==> config.mk <==
export PLATFORM = sky130hd
export DESIGN_NAME = cci_mpf_shim_wro_hash_filter
export DESIGN_NICKNAME = d
export VERILOG_FILES = /design/src/rtl/cci_mpf_shim_wro_hash_filter.sv
export SDC_FILE = /design/constraint.sdc
export NUM_CORES = 2
export LEC_CHECK = 0
export CAP_MARGIN = 20
export CELL_PAD_IN_SITES_DETAIL_PLACEMENT = 0
export CELL_PAD_IN_SITES_GLOBAL_PLACEMENT = 1
export CORE_AREA = 5 5 284 286
export DETAILED_ROUTE_END_ITERATION = 7
export DIE_AREA = 0 0 289 291
export GPL_TIMING_DRIVEN = 0
export PLACE_DENSITY = 0.81
export SLEW_MARGIN = 15
export SYNTH_ARGS = -nofsm -noshare
export SYNTH_HDL_FRONTEND = slang
export SYNTH_SLANG_ARGS = --single-unit
==> constraint.sdc <==
create_clock -name clk -period 2.9 [get_ports clk]
set_input_delay 0.435 -clock clk [delete_from_list [all_inputs] [get_ports clk]]
set_output_delay 0.435 -clock clk [all_outputs]
set_load 0.1 [all_outputs]
==> src/rtl/cci_mpf_shim_wro_hash_filter.sv <==
// ---------------------------------------------------------------------------
// cci_mpf_shim_wro_hash_filter
//
// Counting filter for the write-read-order (WRO) pipeline. It sits right after
// the request buffer/hasher and tracks how many reads (channel 0) and writes
// (channel 1) are outstanding in each address-hash bucket. The upstream stage
// asks it whether the oldest and the next request may proceed.
//
// Ports
//   clk                   clock
//   reset_n               asynchronous, active-low reset
//   c0_hash[0:1]          read hashes to test (index 0 = oldest)
//   c0_hash_conflicts     1 = that read must wait
//   c1_hash[0:1]          write hashes to test (index 0 = oldest)
//   c1_hash_conflicts     1 = that write must wait
//   c0_ins_en/_hash       read issued downstream, bump its bucket
//   c1_ins_en/_hash       write issued downstream, bump its bucket
//   c0_rsp_en/_hash       read response returned, drop its bucket
//   c1_rsp_en/_hash       write ack returned, drop its bucket
//   c1_pipe_notEmpty      at least one write is outstanding
//   err_underflow         sticky: response hit a bucket/total already at 0
//   err_overflow          sticky: insert hit a bucket/total already at max
// ---------------------------------------------------------------------------
module cci_mpf_shim_wro_hash_filter #(
  parameter int ADDRESS_HASH_BITS = 6,
  parameter int COUNTER_BITS      = 3,
  parameter int TOTAL_BITS        = 10
) (
  input  logic                         clk,
  input  logic                         reset_n,

  input  logic [ADDRESS_HASH_BITS-1:0] c0_hash [2],
  output logic                         c0_hash_conflicts [2],
  input  logic [ADDRESS_HASH_BITS-1:0] c1_hash [2],
  output logic                         c1_hash_conflicts [2],

  input  logic                         c0_ins_en,
  input  logic [ADDRESS_HASH_BITS-1:0] c0_ins_hash,
  input  logic                         c1_ins_en,
  input  logic [ADDRESS_HASH_BITS-1:0] c1_ins_hash,
  input  logic                         c0_rsp_en,
  input  logic [ADDRESS_HASH_BITS-1:0] c0_rsp_hash,
  input  logic                         c1_rsp_en,
  input  logic [ADDRESS_HASH_BITS-1:0] c1_rsp_hash,

  output logic                         c1_pipe_notEmpty,
  output logic                         err_underflow,
  output logic                         err_overflow
);

  localparam int N_BUCKETS = 1 << ADDRESS_HASH_BITS;
  localparam logic [COUNTER_BITS-1:0] CMAX      = '1;
  localparam logic [TOTAL_BITS-1:0]   TOTAL_MAX = '1;

  logic [COUNTER_BITS-1:0] rd_cnt_q [N_BUCKETS];
  logic [COUNTER_BITS-1:0] rd_cnt_d [N_BUCKETS];
  logic [COUNTER_BITS-1:0] wr_cnt_q [N_BUCKETS];
  logic [COUNTER_BITS-1:0] wr_cnt_d [N_BUCKETS];
  logic [TOTAL_BITS-1:0]   wr_total_q;
  logic [TOTAL_BITS-1:0]   wr_total_d;
  logic                    err_underflow_q;
  logic                    err_underflow_d;
  logic                    err_overflow_q;
  logic                    err_overflow_d;

  // One-hot decode of each update port onto the bucket it touches.
  logic [N_BUCKETS-1:0] c0_ins_hit;
  logic [N_BUCKETS-1:0] c0_rsp_hit;
  logic [N_BUCKETS-1:0] c1_ins_hit;
  logic [N_BUCKETS-1:0] c1_rsp_hit;

  assign c0_ins_hit = c0_ins_en ? (N_BUCKETS'(1) << c0_ins_hash) : '0;
  assign c0_rsp_hit = c0_rsp_en ? (N_BUCKETS'(1) << c0_rsp_hash) : '0;
  assign c1_ins_hit = c1_ins_en ? (N_BUCKETS'(1) << c1_ins_hash) : '0;
  assign c1_rsp_hit = c1_rsp_en ? (N_BUCKETS'(1) << c1_rsp_hash) : '0;

  // Next-state for every bucket, the write total and the sticky flags.
  // An insert and a response landing on the same counter in the same cycle
  // cancel out, so that case never saturates or flags an error. Otherwise a
  // counter saturates at its limits and raises the matching sticky flag.
  always_comb begin
    err_underflow_d = err_underflow_q;
    err_overflow_d  = err_overflow_q;

    for (int b = 0; b < N_BUCKETS; b++) begin
      rd_cnt_d[b] = rd_cnt_q[b];
      unique case ({c0_ins_hit[b], c0_rsp_hit[b]})
        2'b10: begin
          if (rd_cnt_q[b] == CMAX) err_overflow_d = 1'b1;
          else                     rd_cnt_d[b] = rd_cnt_q[b] + 1'b1;
        end
        2'b01: begin
          if (rd_cnt_q[b] == '0) err_underflow_d = 1'b1;
          else                   rd_cnt_d[b] = rd_cnt_q[b] - 1'b1;
        end
        default: rd_cnt_d[b] = rd_cnt_q[b];
      endcase

      wr_cnt_d[b] = wr_cnt_q[b];
      unique case ({c1_ins_hit[b], c1_rsp_hit[b]})
        2'b10: begin
          if (wr_cnt_q[b] == CMAX) err_overflow_d = 1'b1;
          else                     wr_cnt_d[b] = wr_cnt_q[b] + 1'b1;
        end
        2'b01: begin
          if (wr_cnt_q[b] == '0) err_underflow_d = 1'b1;
          else                   wr_cnt_d[b] = wr_cnt_q[b] - 1'b1;
        end
        default: wr_cnt_d[b] = wr_cnt_q[b];
      endcase
    end

    // The total ignores hashes: any write insert/ack counts.
    wr_total_d = wr_total_q;
    unique case ({c1_ins_en, c1_rsp_en})
      2'b10: begin
        if (wr_total_q == TOTAL_MAX) err_overflow_d = 1'b1;
        else                         wr_total_d = wr_total_q + 1'b1;
      end
      2'b01: begin
        if (wr_total_q == '0) err_underflow_d = 1'b1;
        else                  wr_total_d = wr_total_q - 1'b1;
      end
      default: wr_total_d = wr_total_q;
    endcase
  end

  // State registers; reset discards every outstanding count and both flags.
  always_ff @(posedge clk or negedge reset_n) begin
    if (!reset_n) begin
      for (int b = 0; b < N_BUCKETS; b++) begin
        rd_cnt_q[b] <= '0;
        wr_cnt_q[b] <= '0;
      end
      wr_total_q      <= '0;
      err_underflow_q <= 1'b0;
      err_overflow_q  <= 1'b0;
    end else begin
      for (int b = 0; b < N_BUCKETS; b++) begin
        rd_cnt_q[b] <= rd_cnt_d[b];
        wr_cnt_q[b] <= wr_cnt_d[b];
      end
      wr_total_q      <= wr_total_d;
      err_underflow_q <= err_underflow_d;
      err_overflow_q  <= err_overflow_d;
    end
  end

  // Zero-latency lookups from registered counts only; in-flight updates of
  // this cycle are not bypassed, the upstream stage handles those itself.
  // Reads only block reads when the read bucket is saturated.
  always_comb begin
    for (int i = 0; i < 2; i++) begin
      c0_hash_conflicts[i] = (wr_cnt_q[c0_hash[i]] != '0) ||
                             (rd_cnt_q[c0_hash[i]] == CMAX);
      c1_hash_conflicts[i] = (wr_cnt_q[c1_hash[i]] != '0) ||
                             (rd_cnt_q[c1_hash[i]] != '0);
    end
  end

  assign c1_pipe_notEmpty = (wr_total_q != '0);
  assign err_underflow    = err_underflow_q;
  assign err_overflow     = err_overflow_q;

endmodule
# == Word-level counts from Yosys, hierarchy flattened ==
# Cells that the tools add are included.
# classes
addsub,258
order_cmp,4
eq_ne,647
n_shift,4
n_mux,931
bitwise,4
n_reduce_logical,398
# ops
cell,count
two-way mux 3 bit,272
one-hot mux 3 bit (2 select lines),128
two-way mux 1 bit,516
inequality test 2 bit (second input constant),258
equality test 3 bit (second input constant),130
AND reduction 3 bit,129
adder 3 x 1 -> 3 bit (second input constant),128
logical NOT 3 bit,128
subtractor 3 x 1 -> 3 bit (second input constant),128
equality test 2 x 1 -> 1 bit (second input constant),129
equality test 2 bit (second input constant),129
nonzero test 2 bit,129
two-way mux 64 bit,4
left shift 1 x 6 -> 64 bit (first input constant),4
binary-select mux 3 bit (select 6 bit),8
greater-or-equal comparator 7 bit (second input constant),4
NOT 6 -> 7 bit,4
two-way mux 10 bit,2
one-hot mux 10 bit (2 select lines),1
nonzero test 3 bit,6
adder 10 x 1 -> 10 bit (second input constant),1
equality test 10 bit (second input constant),1
logical NOT 10 bit,1
nonzero test 10 bit,1
other kinds (2),5
# totals
register_bits,396
out_inout_bits,7
wordCells,2377

# == Depth between registers and ports, before layout ==
# depth
word_depth,260
mapped_depth,14

# == Worst setup path after synthesis ==
# OpenSTA, ideal clock, no wires.
# synth_path
path_type,input -> output
from,input c1_hash[6] (netlist name)
to,output c1_hash_conflicts[1] (netlist name)
t_arrival_ns,3.957
t_required_ns,2.465
slack_ns,-1.492
path_stages,7
n_path_buf,3
path_cell_list,clkbuf_1 -> clkbuf_1 -> clkbuf_1 -> a21oi_1 -> a2111oi_0 -> nor4_1 -> o31ai_1
# synth_lines
element,line,text
start: declaration,34,"input logic [ADDRESS_HASH_BITS-1:0] c1_hash [2],"
end: declaration,35,"output logic c1_hash_conflicts [2],"

==> parameters.txt <==
Parameter                              Value

Clock network
  Clock transition time at the flip-flop clock pins of the worst setup and hold paths ... 60 ps
  Cts bufs inserted ... 52
  Clock tree buffer depth ... 3
  CTS H-Tree Depth ... 2
  Worst-Skew Late Latency ... 640 ps
  CTS tree ... built
  Number of clock sinks ... 396
  Clk Tree Root Cell ... clkbuf_16

Synthesis
  Area leader, netlist ... dfrtp_1
  Sequential cell area fraction in the yosys report ... 26.3%
  Area fraction of the dominant cell type after synthesis ... 26.3%
  Post-synthesis instance total ... 4969
  FFs w/ async S/R, synth ... 100%
  Register bit total from synthesis ... 396
  Syn avg cell area ... 7.57 um^2
  Post-Syn Nets ... 5172
  Cells taking the most area after synthesis ... dfrtp_1, fa_1, nor2_1
  Predominant post-synthesis flop cell ... dfrtp_1
  Synth warn ... 0
  Number of enable-type register cells in the synthesized netlist ... 0
  Post-synth design cell area ... 37600 um^2
  Number of distinct library cells after synthesis ... 100

GRT
  Combined global-route utilization of all metal layers ... 42.9%
  Global-route wire length before repair ... 266000 um
  Antenna violations before repair ... 12
  Pin count of the biggest net entering global routing ... 96
  Number of global-route vias before repair ... 38258
  Overall overflow remaining after global route ... 0

Timing
  Slew headroom ... 12.6%
  Slew at the pin closest to its max-slew limit ... 1290 ps
  Endpoints failing setup ... 6
  Endpoints failing hold ... 0
  Final worst setup slack ... -925 ps
  Highest achievable clock rate ... 261 MHz
  Max-slew violation count ... 0
  Final Skew ... 19.9 ps
  Minimum period implied by the final worst setup slack ... 3830 ps
  Unrepaired setup endpoints after global routing ... true
  Fin crit share ... 132%

Run
  Max Cap Violations ... 0

Power and ir drop
  Part of the total power dissipated in sequential elements ... 34.4%
  Combinational share of power ... 39.9%
  Switching Fraction ... 43.3%
  Power Internal ... 14.9 mW
  Fraction of power consumed by the clock network ... 25.7%
  Leakage power ... 16.7 nW
  Net Switching ... 11.3 mW
  Total power draw ... 26.2 mW
  PD cells ... 584 nW/um^2
  Peak supply drop ... 0.479 mV

Finish
  Filler instances ... 7446
  Most common cell after layout, fill and taps aside ... nand2_1
  Most used cells in the layout excluding fill and tap cells ... nand2_1, nor2_1, inv_1
  Share of final-layout standard cells stronger than drive strength 1 ... 17.0%
  Net count of the finished layout ... 5343
  Area growth from synthesis to layout ... 19.2%

Worst setup path
  Critical register-to-register path endpoint ... err_underflow
  Data required time at the worst endpoint ... 2470 ps
  Worst reg-to-reg path cell count ... 7
  Element type at the critical path start ... primary input
  Arrival @ worst endpoint ... 3390 ps
  Worst setup path category ... primary input to primary output
  Worst reg2reg path startpoint ... wr_total_q[6]
  Crit Path Max Fanout ... 10
  Cell-by-cell trace of the critical path ... clkdlybuf4s50_1 -> buf_2 -> buf_2 -> a311oi_1 -> o311ai_2 -> o21ai_2 -> mux4_2 -> buf_12
  Crit end category ... primary output
  Reg2reg setup slack ... -50 ps
  Delay contributed by the slowest stage of the critical path ... 600 ps
  Slowest-stage cell, CP ... clkdlybuf4s50_1
  Most used cell, CP ... buf_2
  Startpoint of the worst setup timing path ... c1_hash[2]

Drt
  Sum of met3 wire segment lengths after detailed routing ... 25600 um
  Vias after detailed routing ... 42707
  Detailed-route DRC error count ... 1
  Routed length on met2 ... 74200 um
  Number of routed nets with antenna violations ... 0
  First-pass iteration count of the detailed router ... 8
  Vias per std cell ... 6.85
  Wire length the detailed router placed on met1 ... 71300 um
  Final routed wirelength across all metal layers ... 187000 um
  Drt first-iter violations ... 6215
  Uppermost layer routed ... met5
  Routed length per placed instance ... 30.0 um

Placed design
  Count of buffers inserted at the top-level ports ... 46
  Final HPWL DP ... 148000 um
  Post-Place Worst Slack ... -2620 ps
  RD Place Congestion ... 1.10

Status
  Result of the run ... finished with violations
  Violations in the final reports ... DRC, setup timing

Floorplanning
  Floorplan die height ... 291 um
  Starting utilization of the core area ... 48.2%
  Site Rows ... 103
  Horizontal die dimension ... 289 um
  Core Box Area ... 78100 um^2
  Overall die area ... 84100 um^2
  Boundary pin count ... 61

Min path
  Worst min-delay path class ... primary input to asynchronous set/reset pin
through the flow:
stage          setup TNS (ps)  hold WS (ps)  std cells  area, um^2  utilization, %
2_1_floorplan            -124           139       4969       37700               -
3_3_place_gp         -7449280           475       6065       39400            50.5
3_5_place_dp          -324090           470       6087       39800            51.0
4_1_cts                 -2940           407       6208       44100            56.5
5_1_grt                 -3070           472       6231       44800            57.4
6_report                -3400           383       6239       44900            57.4
repair_timing:
action / CTS / global route
pin swaps: 76 / 50
hold buffers: 1 / 0
setup buffers: 131 / 46
resized for setup: 615 / 152
setup endpoints to repair: 247 / 75
endpoints found under the hold margin: 74 / 0
layout make-up:
type                    instances  area (um^2)  area share (%)
repair buffers                245         2160            4.81
plain buffers                 204         1340            2.98
clock inverters                21          205           0.457
diodes                         10         25.0          0.0558
inverters                     380         1440            3.20
flip-flops and latches        396         9980            22.2
clock buffers                  72         1500            3.34
well taps                    1050         1310            2.93
multi-input cells            3861        26900            60.0
worst max path at each step:
| stage | to | slack (ps) | depth (start not counted) |
|---|---|---|---|
| 3_3_place_gp | rd_cnt_q[191] | -18030 | 1 |
| 3_5_place_dp | c0_hash_conflicts[0] | -2620 | 10 |
| 5_1_grt | c1_hash_conflicts[0] | -810 | 7 |
| 2_1_floorplan | c1_hash_conflicts[1] | -120 | 7 |
| 4_1_cts | c1_hash_conflicts[0] | -800 | 7 |
| 6_report | c1_hash_conflicts[0] | -930 | 8 |
cells in the mapped netlist, types with 13 or more instances:
cell,count
nand2b_1,20
a222oi_1,18
o21ai_0,186
mux2i_1,20
nor3_1,241
nor2_1,588
nor3b_1,43
o22ai_1,126
nand3b_1,48
a22o_1,18
ha_1,20
nand4_1,40
nand2_1,566
fa_1,129
nand4bb_1,14
o2111ai_1,22
and3b_1,13
clkbuf_1,264
xor2_1,54
a32oi_1,13
or3_1,33
and2_1,17
a211oi_1,161
a311oi_1,16
and3_1,78
o211ai_1,86
o311ai_0,19
nand4b_1,14
xnor2_1,124
a31oi_1,71
a2111oi_0,16
nand3_1,202
o31ai_1,48
buf_2,50
nor2b_1,32
nor4_1,47
mux4_2,41
inv_1,366
dfrtp_1,396
a21oi_1,366
a22oi_1,63
flip-flops by register name, indices dropped and copies added (netlist names):
register and count:
rd_cnt_q 192, wr_cnt_q 192, wr_total_q 10, err_overflow 1, err_underflow 1
power groups by stage:
| stage | Combinational, mW | Sequential [mW] | Clock, mW |
|---|---|---|---|
| 2_1_floorplan | 6.68 | 7.93 | 0 |
| 3_3_place_gp | 9.46 | 8.29 | 0 |
| 3_5_place_dp | 9.73 | 8.31 | 0 |
| 4_1_cts | 10.1 | 8.82 | 6.79 |
| 5_1_grt | 11.2 | 9.21 | 7.00 |
| 6_report | 10.4 | 9.02 | 6.73 |
metal layers:
layer / vias to the layer above / track usage [%]
li1: 18405 / -
met5: - / 0
met2: 2934 / 59.0
met3: 678 / 14.3
met4: 4 / 27.4
met1: 20686 / 57.6
critical path: cells and delay by family:
kind / cells / cell delay (ps)
buf+inv: 4 / 1580
mux: 1 / 590
compound gates: 3 / 780
kinds of logic after synthesis:
kind of cell             after synthesis  synth area share (%)
AO/OA/AOI/OAI                       1367                  24.0
XOR/XNOR                             178                  4.14
adder cells (fa/ha/maj)              149                  7.53
buffers and inverters                712                  7.33
flip-flops                           396                  26.3
AND/OR/NAND/NOR                     2102                  27.6
multiplexers                          65                  3.11
Note: power is estimated with default switching activity, not from simulation.
